**config.mk**
```make
export PLATFORM = sky130hd
export DESIGN_NAME = mac_dot_seq
export DESIGN_NICKNAME = d
export VERILOG_FILES = /design/src/rtl/mac_dot_seq.sv
export SDC_FILE = /design/constraint.sdc
export NUM_CORES = 1
export LEC_CHECK = 0
export ABC_AREA = 1
export CAP_MARGIN = 40
export CORE_AREA = 2 2 82 60
export DETAILED_ROUTE_END_ITERATION = 12
export DIE_AREA = 0 0 84 62
export DONT_BUFFER_PORTS = 1
export MAX_ROUTING_LAYER = met4
export PLACE_DENSITY = 0.73
export SLEW_MARGIN = 20
export SYNTH_ARGS = -nofsm -noshare
export SYNTH_HDL_FRONTEND = slang
export SYNTH_SLANG_ARGS = --single-unit
```
**constraint.sdc**
```tcl
create_clock -name clk -period 1.81 [get_ports clk]
set_input_delay 0.4525 -clock clk [delete_from_list [all_inputs] [get_ports clk]]
set_output_delay 0.4525 -clock clk [all_outputs]
set_load 0.005 [all_outputs]
```
**src/rtl/mac_dot_seq.sv**
```systemverilog
// -----------------------------------------------------------------------------
// mac_dot_seq
//
// Purpose:
//   Dot-product sequencer. Reads operand pairs A[i], B[i] from an external
//   operand buffer (one-cycle read latency). It feeds them through one shared
//   external combinational multiplier that has a sign select. It accumulates
//   the products and returns Y = sum(A[i]*B[i]) over a valid/ready handshake.
//   Only one job is in flight at a time.
//
// Build option:
//   MAC_DOT_SAT_EN - when defined, each accumulation saturates to the signed
//                    or unsigned ACC_W range, and a sat_flag output reports
//                    whether any step of the job clipped. When undefined,
//                    the accumulator wraps modulo 2^ACC_W.
//
// Ports:
//   clk        clock, all state on the rising edge
//   rst        asynchronous active-high reset
//   start      job request, sampled in IDLE only
//   len        vector length 0..2^AW, sampled with start
//   sg_in      1 = signed operands, 0 = unsigned; sampled with start
//   busy       high from the accepted start until the result handshake
//   rd_en      operand read strobe
//   rd_addr    operand read address
//   rd_a/rd_b  operand data, valid one cycle after rd_en
//   mul_a/b    multiplier operands (zero when no product is pending)
//   mul_sg     multiplier sign select (zero when no product is pending)
//   mul_y      combinational product returned by the multiplier
//   res        dot-product result, held while res_valid is high
//   res_valid  result valid
//   res_ready  consumer accepts the result
//   sat_flag   (MAC_DOT_SAT_EN only) saturation occurred during the job
// -----------------------------------------------------------------------------
module mac_dot_seq #(
    parameter int N     = 4,
    parameter int M     = 4,
    parameter int AW    = 4,
    parameter int ACC_W = 12
) (
    input  logic             clk,
    input  logic             rst,
    input  logic             start,
    input  logic [AW:0]      len,
    input  logic             sg_in,
    output logic             busy,
    output logic             rd_en,
    output logic [AW-1:0]    rd_addr,
    input  logic [N-1:0]     rd_a,
    input  logic [M-1:0]     rd_b,
    output logic [N-1:0]     mul_a,
    output logic [M-1:0]     mul_b,
    output logic             mul_sg,
    input  logic [N+M-1:0]   mul_y,
    output logic [ACC_W-1:0] res,
    output logic             res_valid,
`ifdef MAC_DOT_SAT_EN
    output logic             sat_flag,
`endif
    input  logic             res_ready
);

    localparam int PW = N + M;

    localparam logic [1:0] S_IDLE  = 2'd0;
    localparam logic [1:0] S_RUN   = 2'd1;
    localparam logic [1:0] S_DRAIN = 2'd2;
    localparam logic [1:0] S_DONE  = 2'd3;

    localparam logic [AW-1:0] ADDR_ONE = {{(AW-1){1'b0}}, 1'b1};
    localparam logic [AW:0]   LEN_ONE  = {{AW{1'b0}}, 1'b1};

    logic [1:0]       state_reg;
    logic [AW:0]      len_reg;
    logic             sg_reg;
    logic [AW-1:0]    addr_reg;
    logic             pending_reg;
    logic [ACC_W-1:0] acc_reg;
    logic [ACC_W-1:0] res_reg;
    logic [ACC_W-1:0] acc_next;
    logic [ACC_W-1:0] prod_ext;
    logic             last_addr;

    // Product widened to the accumulator width: the upper bits copy the
    // product MSB in signed mode and are zero in unsigned mode.
    genvar gi;
    generate
        for (gi = 0; gi < ACC_W; gi++) begin : g_ext
            if (gi < PW) begin : g_low
                assign prod_ext[gi] = mul_y[gi];
            end else begin : g_high
                assign prod_ext[gi] = sg_reg & mul_y[PW-1];
            end
        end
    endgenerate

`ifdef MAC_DOT_SAT_EN
    // Add in two extra bits so that an overflow can be detected in either
    // mode before the sum is clamped back into the ACC_W range.
    logic [ACC_W+1:0] acc_wide;
    logic [ACC_W+1:0] prod_wide;
    logic [ACC_W+1:0] sum_wide;
    logic             sat_hit;
    logic             sat_flag_reg;

    always_comb begin
        acc_wide  = {{2{sg_reg & acc_reg[ACC_W-1]}}, acc_reg};
        prod_wide = {{2{sg_reg & prod_ext[ACC_W-1]}}, prod_ext};
        sum_wide  = acc_wide + prod_wide;
        sat_hit   = 1'b0;
        acc_next  = sum_wide[ACC_W-1:0];
        if (sg_reg) begin
            // The top three bits disagree only when the sum is outside the
            // signed range. The sign bit shows which limit to clamp to.
            if (!((sum_wide[ACC_W+1:ACC_W-1] == 3'b000) ||
                  (sum_wide[ACC_W+1:ACC_W-1] == 3'b111))) begin
                sat_hit  = 1'b1;
                acc_next = sum_wide[ACC_W+1] ? {1'b1, {(ACC_W-1){1'b0}}}
                                             : {1'b0, {(ACC_W-1){1'b1}}};
            end
        end else begin
            if (sum_wide[ACC_W+1:ACC_W] != 2'b00) begin
                sat_hit  = 1'b1;
                acc_next = {ACC_W{1'b1}};
            end
        end
    end

    assign sat_flag = sat_flag_reg;

    always_ff @(posedge clk or posedge rst) begin
        if (rst) begin
            sat_flag_reg <= 1'b0;
        end else if (state_reg == S_IDLE && start) begin
            sat_flag_reg <= 1'b0;
        end else if (pending_reg && sat_hit) begin
            sat_flag_reg <= 1'b1;
        end
    end
`else
    assign acc_next = acc_reg + prod_ext;
`endif

    // len_reg is at least 1 whenever RUN is active, so len_reg-1 cannot
    // underflow. The compare uses AW+1 bits so that len = 2^AW works.
    assign last_addr = ({1'b0, addr_reg} == (len_reg - LEN_ONE));

    assign busy      = (state_reg != S_IDLE);
    assign rd_en     = (state_reg == S_RUN);
    assign rd_addr   = addr_reg;
    assign res       = res_reg;
    assign res_valid = (state_reg == S_DONE);

    // Operands reach the multiplier only while read data is valid.
    // At all other times they are zero.
    always_comb begin
        mul_a  = '0;
        mul_b  = '0;
        mul_sg = 1'b0;
        if (pending_reg) begin
            mul_a  = rd_a;
            mul_b  = rd_b;
            mul_sg = sg_reg;
        end
    end

    always_ff @(posedge clk or posedge rst) begin
        if (rst) begin
            state_reg   <= S_IDLE;
            len_reg     <= '0;
            sg_reg      <= 1'b0;
            addr_reg    <= '0;
            pending_reg <= 1'b0;
            acc_reg     <= '0;
            res_reg     <= '0;
        end else begin
            // A read issued this cycle returns data next cycle.
            pending_reg <= (state_reg == S_RUN);
            if (pending_reg) begin
                acc_reg <= acc_next;
            end

            case (state_reg)
                S_IDLE: begin
                    if (start) begin
                        len_reg  <= len;
                        sg_reg   <= sg_in;
                        acc_reg  <= '0;
                        addr_reg <= '0;
                        if (len == '0) begin
                            res_reg   <= '0;
                            state_reg <= S_DONE;
                        end else begin
                            state_reg <= S_RUN;
                        end
                    end
                end
                S_RUN: begin
                    // For a full-length job the address wraps to 0 on
                    // this final increment, as DRAIN is entered.
                    addr_reg <= addr_reg + ADDR_ONE;
                    if (last_addr) begin
                        state_reg <= S_DRAIN;
                    end
                end
                S_DRAIN: begin
                    // The last product is still pending, so the result
                    // is taken from acc_next and includes that product.
                    res_reg   <= acc_next;
                    state_reg <= S_DONE;
                end
                S_DONE: begin
                    if (res_ready) begin
                        state_reg <= S_IDLE;
                    end
                end
                default: begin
                    state_reg <= S_IDLE;
                end
            endcase
        end
    end

endmodule

```
# Yosys cells after proc, flatten, opt, wreduce, memory -nomap -nowiden
# Cells that the tools add are included.
totals:
  reg_bits: 37
  latch_bits: 0
  mem_bits_rw: 0
  mem_bits_ro: 0
  wordCells: 44
  memories: 0
op_classes:
  add_sub_neg: 3
  multipliers: 0
  n_div: 0
  magnitude_cmp: 0
  eq_ne: 8
  shift: 0
  mux: 16
  bitwise: 1
  reduce_logical: 9
op_table:
  columns: ["operator", "n"]
  rows:
  - ["12-bit 2-to-1 mux", 5]
  - ["12-bit case mux with 2 select lines", 1]
  - ["12-bit adder", 1]
  - ["4-bit 2-to-1 mux", 3]
  - ["2-bit 2-to-1 mux", 4]
  - ["2-bit case mux with 4 select lines", 1]
  - ["4-bit case mux with 2 select lines", 1]
  - ["3-bit AND reduction", 2]
  - ["2-bit nonzero test", 3]
  - ["4-bit by 5-bit == test with 1-bit output", 1]
  - ["5-bit logical NOT", 1]
  - ["5-bit by 1-bit subtractor with 5-bit output (second input constant)", 1]
  - ["4-bit by 1-bit adder with 4-bit output (second input constant)", 1]
  - ["2-bit == test (second input constant)", 2]
  - ["2-bit by 1-bit inequality test with 1-bit output (second input constant)", 2]
  - ["2-bit inequality test (second input constant)", 2]
  - ["2-bit AND reduction", 2]
  - ["2-bit by 1-bit == test with 1-bit output (second input constant)", 1]
  - ["2-bit logical NOT", 1]
  - ["1-bit bitwise AND", 1]
  - ["1-bit 2-to-1 mux", 1]

# Longest topological paths before layout
logic_depth:
  word_depth: 5
  mapped_depth: 11

# Least setup slack after synthesis
# OpenSTA, ideal clock, no wires.
synth_path:
  path_kind: "in2reg"
  startpoint: "input mul_y[0]"
  endpoint: "register acc_reg[8]"
  t_arrival_ns: 1.579
  required_ns: 1.697
  slack_ns: 0.118
  path_stages: 10
  n_path_buf: 0
  cell_sequence: "ha_1 > fa_1 > nand2_1 > nand3_2 > nand2_1 > nand2_1 > nand2_1 > nand3_1 > nand2_1 > inv_1"
synth_via:
  elab_chain_cells: 4
synth_rtl:
  columns: ["item", "line_no", "text"]
  rows:
  - ["from (decl)", "54", "input logic [N+M-1:0] mul_y,"]
  - ["12-bit adder (*)", "141", "assign acc_next = acc_reg + prod_ext;"]
  - ["12-bit 2-to-1 mux (*)", "179", "if (pending_reg) begin"]
  - ["12-bit 2-to-1 mux", "185", "if (start) begin"]
  - ["12-bit 2-to-1 mux (*)", "183", "case (state_reg)"]
  - ["to (signal assigned)", "180", "acc_reg <= acc_next;"]
  - ["to (decl)", "78", "logic [ACC_W-1:0] acc_reg;"]
# Mark *: on every way between the ends. The rest lies on a longest branch, timed or not.
# A chain may end at the register's enable or synchronous reset.

# Worst setup path in the final report
layout_path:
  startpoint: "register state_reg[0]"
  endpoint: "register res_reg[1] (netlist: res[1])"
layout_via:
  elab_chain_cells: 3
  elab_cells_between_ends: 7
layout_rtl:
  columns: ["item", "line_no", "text"]
  rows:
  - ["from (decl)", "73", "logic [1:0] state_reg;"]
  - ["from (signal assigned)", "169", "state_reg <= S_IDLE;"]
  - ["from (signal assigned)", "192", "state_reg <= S_DONE;"]
  - ["from (signal assigned)", "194", "state_reg <= S_RUN;"]
  - ["2-bit == test or 2-bit logical NOT (tied branches)", "183", null]
  - ["2-bit nonzero test (no line) or 2-bit inequality test (tied branches)", null, null]
  - ["3-bit AND reduction (no line)", null, null]
  - ["to (signal assigned)", "209", "res_reg <= acc_next;"]
  - ["to (decl)", "79", "logic [ACC_W-1:0] res_reg;"]
# Several ways; a longest one is shown, not always the timed one.

==> impl_metrics.env <==
export IMPL_synth_top_area_share_pct=38.6
export IMPL_drc_errors=0
export IMPL_syn_nets=370
export IMPL_outcome="finished, final reports clean"
export IMPL_drive_above_1_share_pct=11.2
export IMPL_track_usage_pct=20.8
export IMPL_fin_skew_ns=0.0110
export IMPL_critPathKind="reg -> reg"
export IMPL_p_leak_uw=0.00155
export IMPL_power_frac_comb_pct=52.1
export IMPL_port_buffers=0
export IMPL_insertion_delay_ns=0.29
export IMPL_min_period_ns=1.71
export IMPL_grt_pass1_vias=1735
export IMPL_antenna_found_initial=0
export IMPL_hp_class="in -> async"
export IMPL_start_kind="flop"
export IMPL_max_cap_violations=0
export IMPL_power_frac_clock_pct=15.7
export IMPL_power_density_mw_per_mm2=1830
export IMPL_avgViaCountPerCell=5.05
export IMPL_syn_area_per_cell_um2=7.32
export IMPL_ys_seq_elements=37
export IMPL_hold_buffers=0
export IMPL_rows=21
export IMPL_synth_warnings=0
export IMPL_seq_power_share_pct=32.2
export IMPL_synthCells=328
export IMPL_cts_tree="built"
export IMPL_yosysTopAreaCell="dfrtp_1"
export IMPL_start_util_pct=52.8
export IMPL_grt_pass1_wl_um=8180
export IMPL_ys_types=29
export IMPL_setup_viol=0
export IMPL_htree_levels=2
export IMPL_antennaDiodeCount=0
export IMPL_slew_viol_final=0
export IMPL_drtAntennaViolNets=0
export IMPL_ys_top_cells_by_area="dfrtp_1 39%, nand2_1 16%, inv_1 8.3%, ha_1 7.8%, nor2_1 3.9%"
export IMPL_worstMarginPinSlew_ns=0.484
export IMPL_drt_total_wl_um=5260
export IMPL_worstPathRequired_ns=2.03
export IMPL_vias=1994
export IMPL_fmax_mhz=584
export IMPL_hold_violations=0
export IMPL_crit_path_end_kind="flop"
export IMPL_final_core_util_pct=58.3
export IMPL_seq_area_frac_synth_pct=38.6
export IMPL_place_congestion=0.883
export IMPL_areaGrowthSynthToFinish_pct=10.4
export IMPL_path_max_fanout=8
export IMPL_routedWlPerCell_um=13.3
export IMPL_netSwitchingFraction_pct=45.9
export IMPL_core_area_mm2=0.00455
export IMPL_root_buffer="clkbuf_8"
export IMPL_final_nets=379
export IMPL_overflow=0
export IMPL_internal_power_uw=2620
export IMPL_dpl_hpwl_um=3860
export IMPL_die_h_um=62
export IMPL_period_share_pct=94.6
export IMPL_power_switching_uw=2230
export IMPL_timing_setup_tns_ns=0
export IMPL_die_w_um=84
export IMPL_numCtsBuffers=5
export IMPL_die_area_mm2=0.00521
export IMPL_first_iter_violations=133
export IMPL_rsz0062_at_grt="true"
export IMPL_drtPass1Iterations=4
export IMPL_syn_cell_area_mm2=0.00240
export IMPL_cts_buffer_depth=2
export IMPL_clk_pin_slew_ns=0.08
export IMPL_clkSinkCount=37
export IMPL_ios=54
export IMPL_grt_max_degree=38
export IMPL_worstPathArrival_ns=1.93
export IMPL_peakVddDrop_uv=778
export IMPL_relSlewSlack_pct=67.7
==> critical path, cell delays in order (launching register included) <==
cell     delay (ns)
dfrtp_1        0.43
inv_2          0.08
ha_2           0.20
inv_4          0.06
nor2_1         0.09
nand4_1        0.14
nand2_1        0.15
nand2_4        0.10
nor2_8         0.14
buf_12         0.13
a22o_1         0.12
==> Yosys cell counts, drive strengths merged <==
| cell type | n |
|---|---|
| ha | 15 |
| o21bai | 1 |
| nand3 | 22 |
| fa | 1 |
| o21ai | 17 |
| xor2 | 9 |
| o22ai | 1 |
| buf | 3 |
| dfrtp | 37 |
| nor2 | 26 |
| nand2 | 111 |
| a21oi | 14 |
| xnor2 | 5 |
| a21o | 1 |
| or2 | 1 |
| nand4 | 1 |
| a22o | 2 |
| inv | 56 |
| nand3b | 1 |
| clkbuf | 3 |
| o211ai | 1 |
==> final cells by class <==
class	instances	area, µm²
fillers	412	1900
multi-input cells	229	1250
flip-flops and latches	37	927
inverters	56	213
clock buffers	6	82.6
repair buffers	8	72.6
well taps	57	71.3
clock inverters	2	37.5
==> layout by cell type, fill, tap and decap left out, drive strengths merged <==
master and count:
nand2 111, inv 56, dfrtp 37, nor2 26
nand3 22, o21ai 17, ha 15, a21oi 14
xor2 9, buf 8, clkbuf 6, xnor2 5
a22o 2, nand4 1, or2 1, nand3b 1
o21bai 1, a21o 1, o211ai 1, o22ai 1
fa 1, clkinvlp 1, bufinv 1
==> power groups by stage <==
stage / combinational [µW] / clock [µW] / sequential, µW
after floorplan: 2050 / 0 / 1430
after global placement: 2410 / 0 / 1550
after detailed placement: 2470 / 0 / 1570
after CTS: 2490 / 772 / 1550
after global routing: 2920 / 802 / 1610
final: 2530 / 763 / 1560
==> per-stage QoR <==
step	instances	total power [µW]	instance area [µm²]	worst slack, ns	hold slack, ns
global placement	386	3970	2500	0.0357	0.467
global route	395	5330	2650	-0.0167	0.191
detailed placement	386	4030	2500	0.00135	0.486
floorplan	328	3470	2400	0.118	0.453
finish	395	4850	2650	0.0977	0.155
CTS	394	4820	2620	0.0713	0.174
==> cells by family after synthesis <==
| kind of cell | share of synthesized area [%] |
|---|---|
| xor+xnor | 5.11 |
| flops | 38.6 |
| compound gates | 8.55 |
| fa+ha+maj | 8.65 |
| simple gates | 29.3 |
| buf+inv | 9.80 |
==> per-layer routing <==
layer | global-route usage (%) | up-vias | wire [µm]
met3 | 6.08 | 2 | 249
met2 | 30.7 | 29 | 2310
li1 | - | 1026 | -
met5 | - | - | 0
met4 | 4.15 | 0 | 21
met1 | 29.0 | 937 | 2680
==> what timing repair did <==
item                                    CTS  global route
endpoints found under the setup margin    0            12
gates resized for setup                   0             7
buffers inserted                          0             1
==> path summary, 6_finish.rpt <==
path | from | end | slack, ns | depth (start not counted)
max in group asynchronous | rst | pending_reg$_DFF_PP0_ | 1.29 | 2
min in group clk | sg_in | sg_reg$_DFFE_PP0P_ | 0.27 | 2
worst max-delay path | state_reg[0]$_DFFE_PP0P_ | res[1]$_DFFE_PP0P_ | 0.1 | 10
worst max register to register | state_reg[0]$_DFFE_PP0P_ | res[1]$_DFFE_PP0P_ | 0.1 | 10
worst min-delay path | rst | len_reg[4]$_DFFE_PP0P_ | 0.16 | 2
worst min register to register | len_reg[1]$_DFFE_PP0P_ | len_reg[1]$_DFFE_PP0P_ | 0.50 | 2
Note: power is estimated with default switching activity, not from simulation.
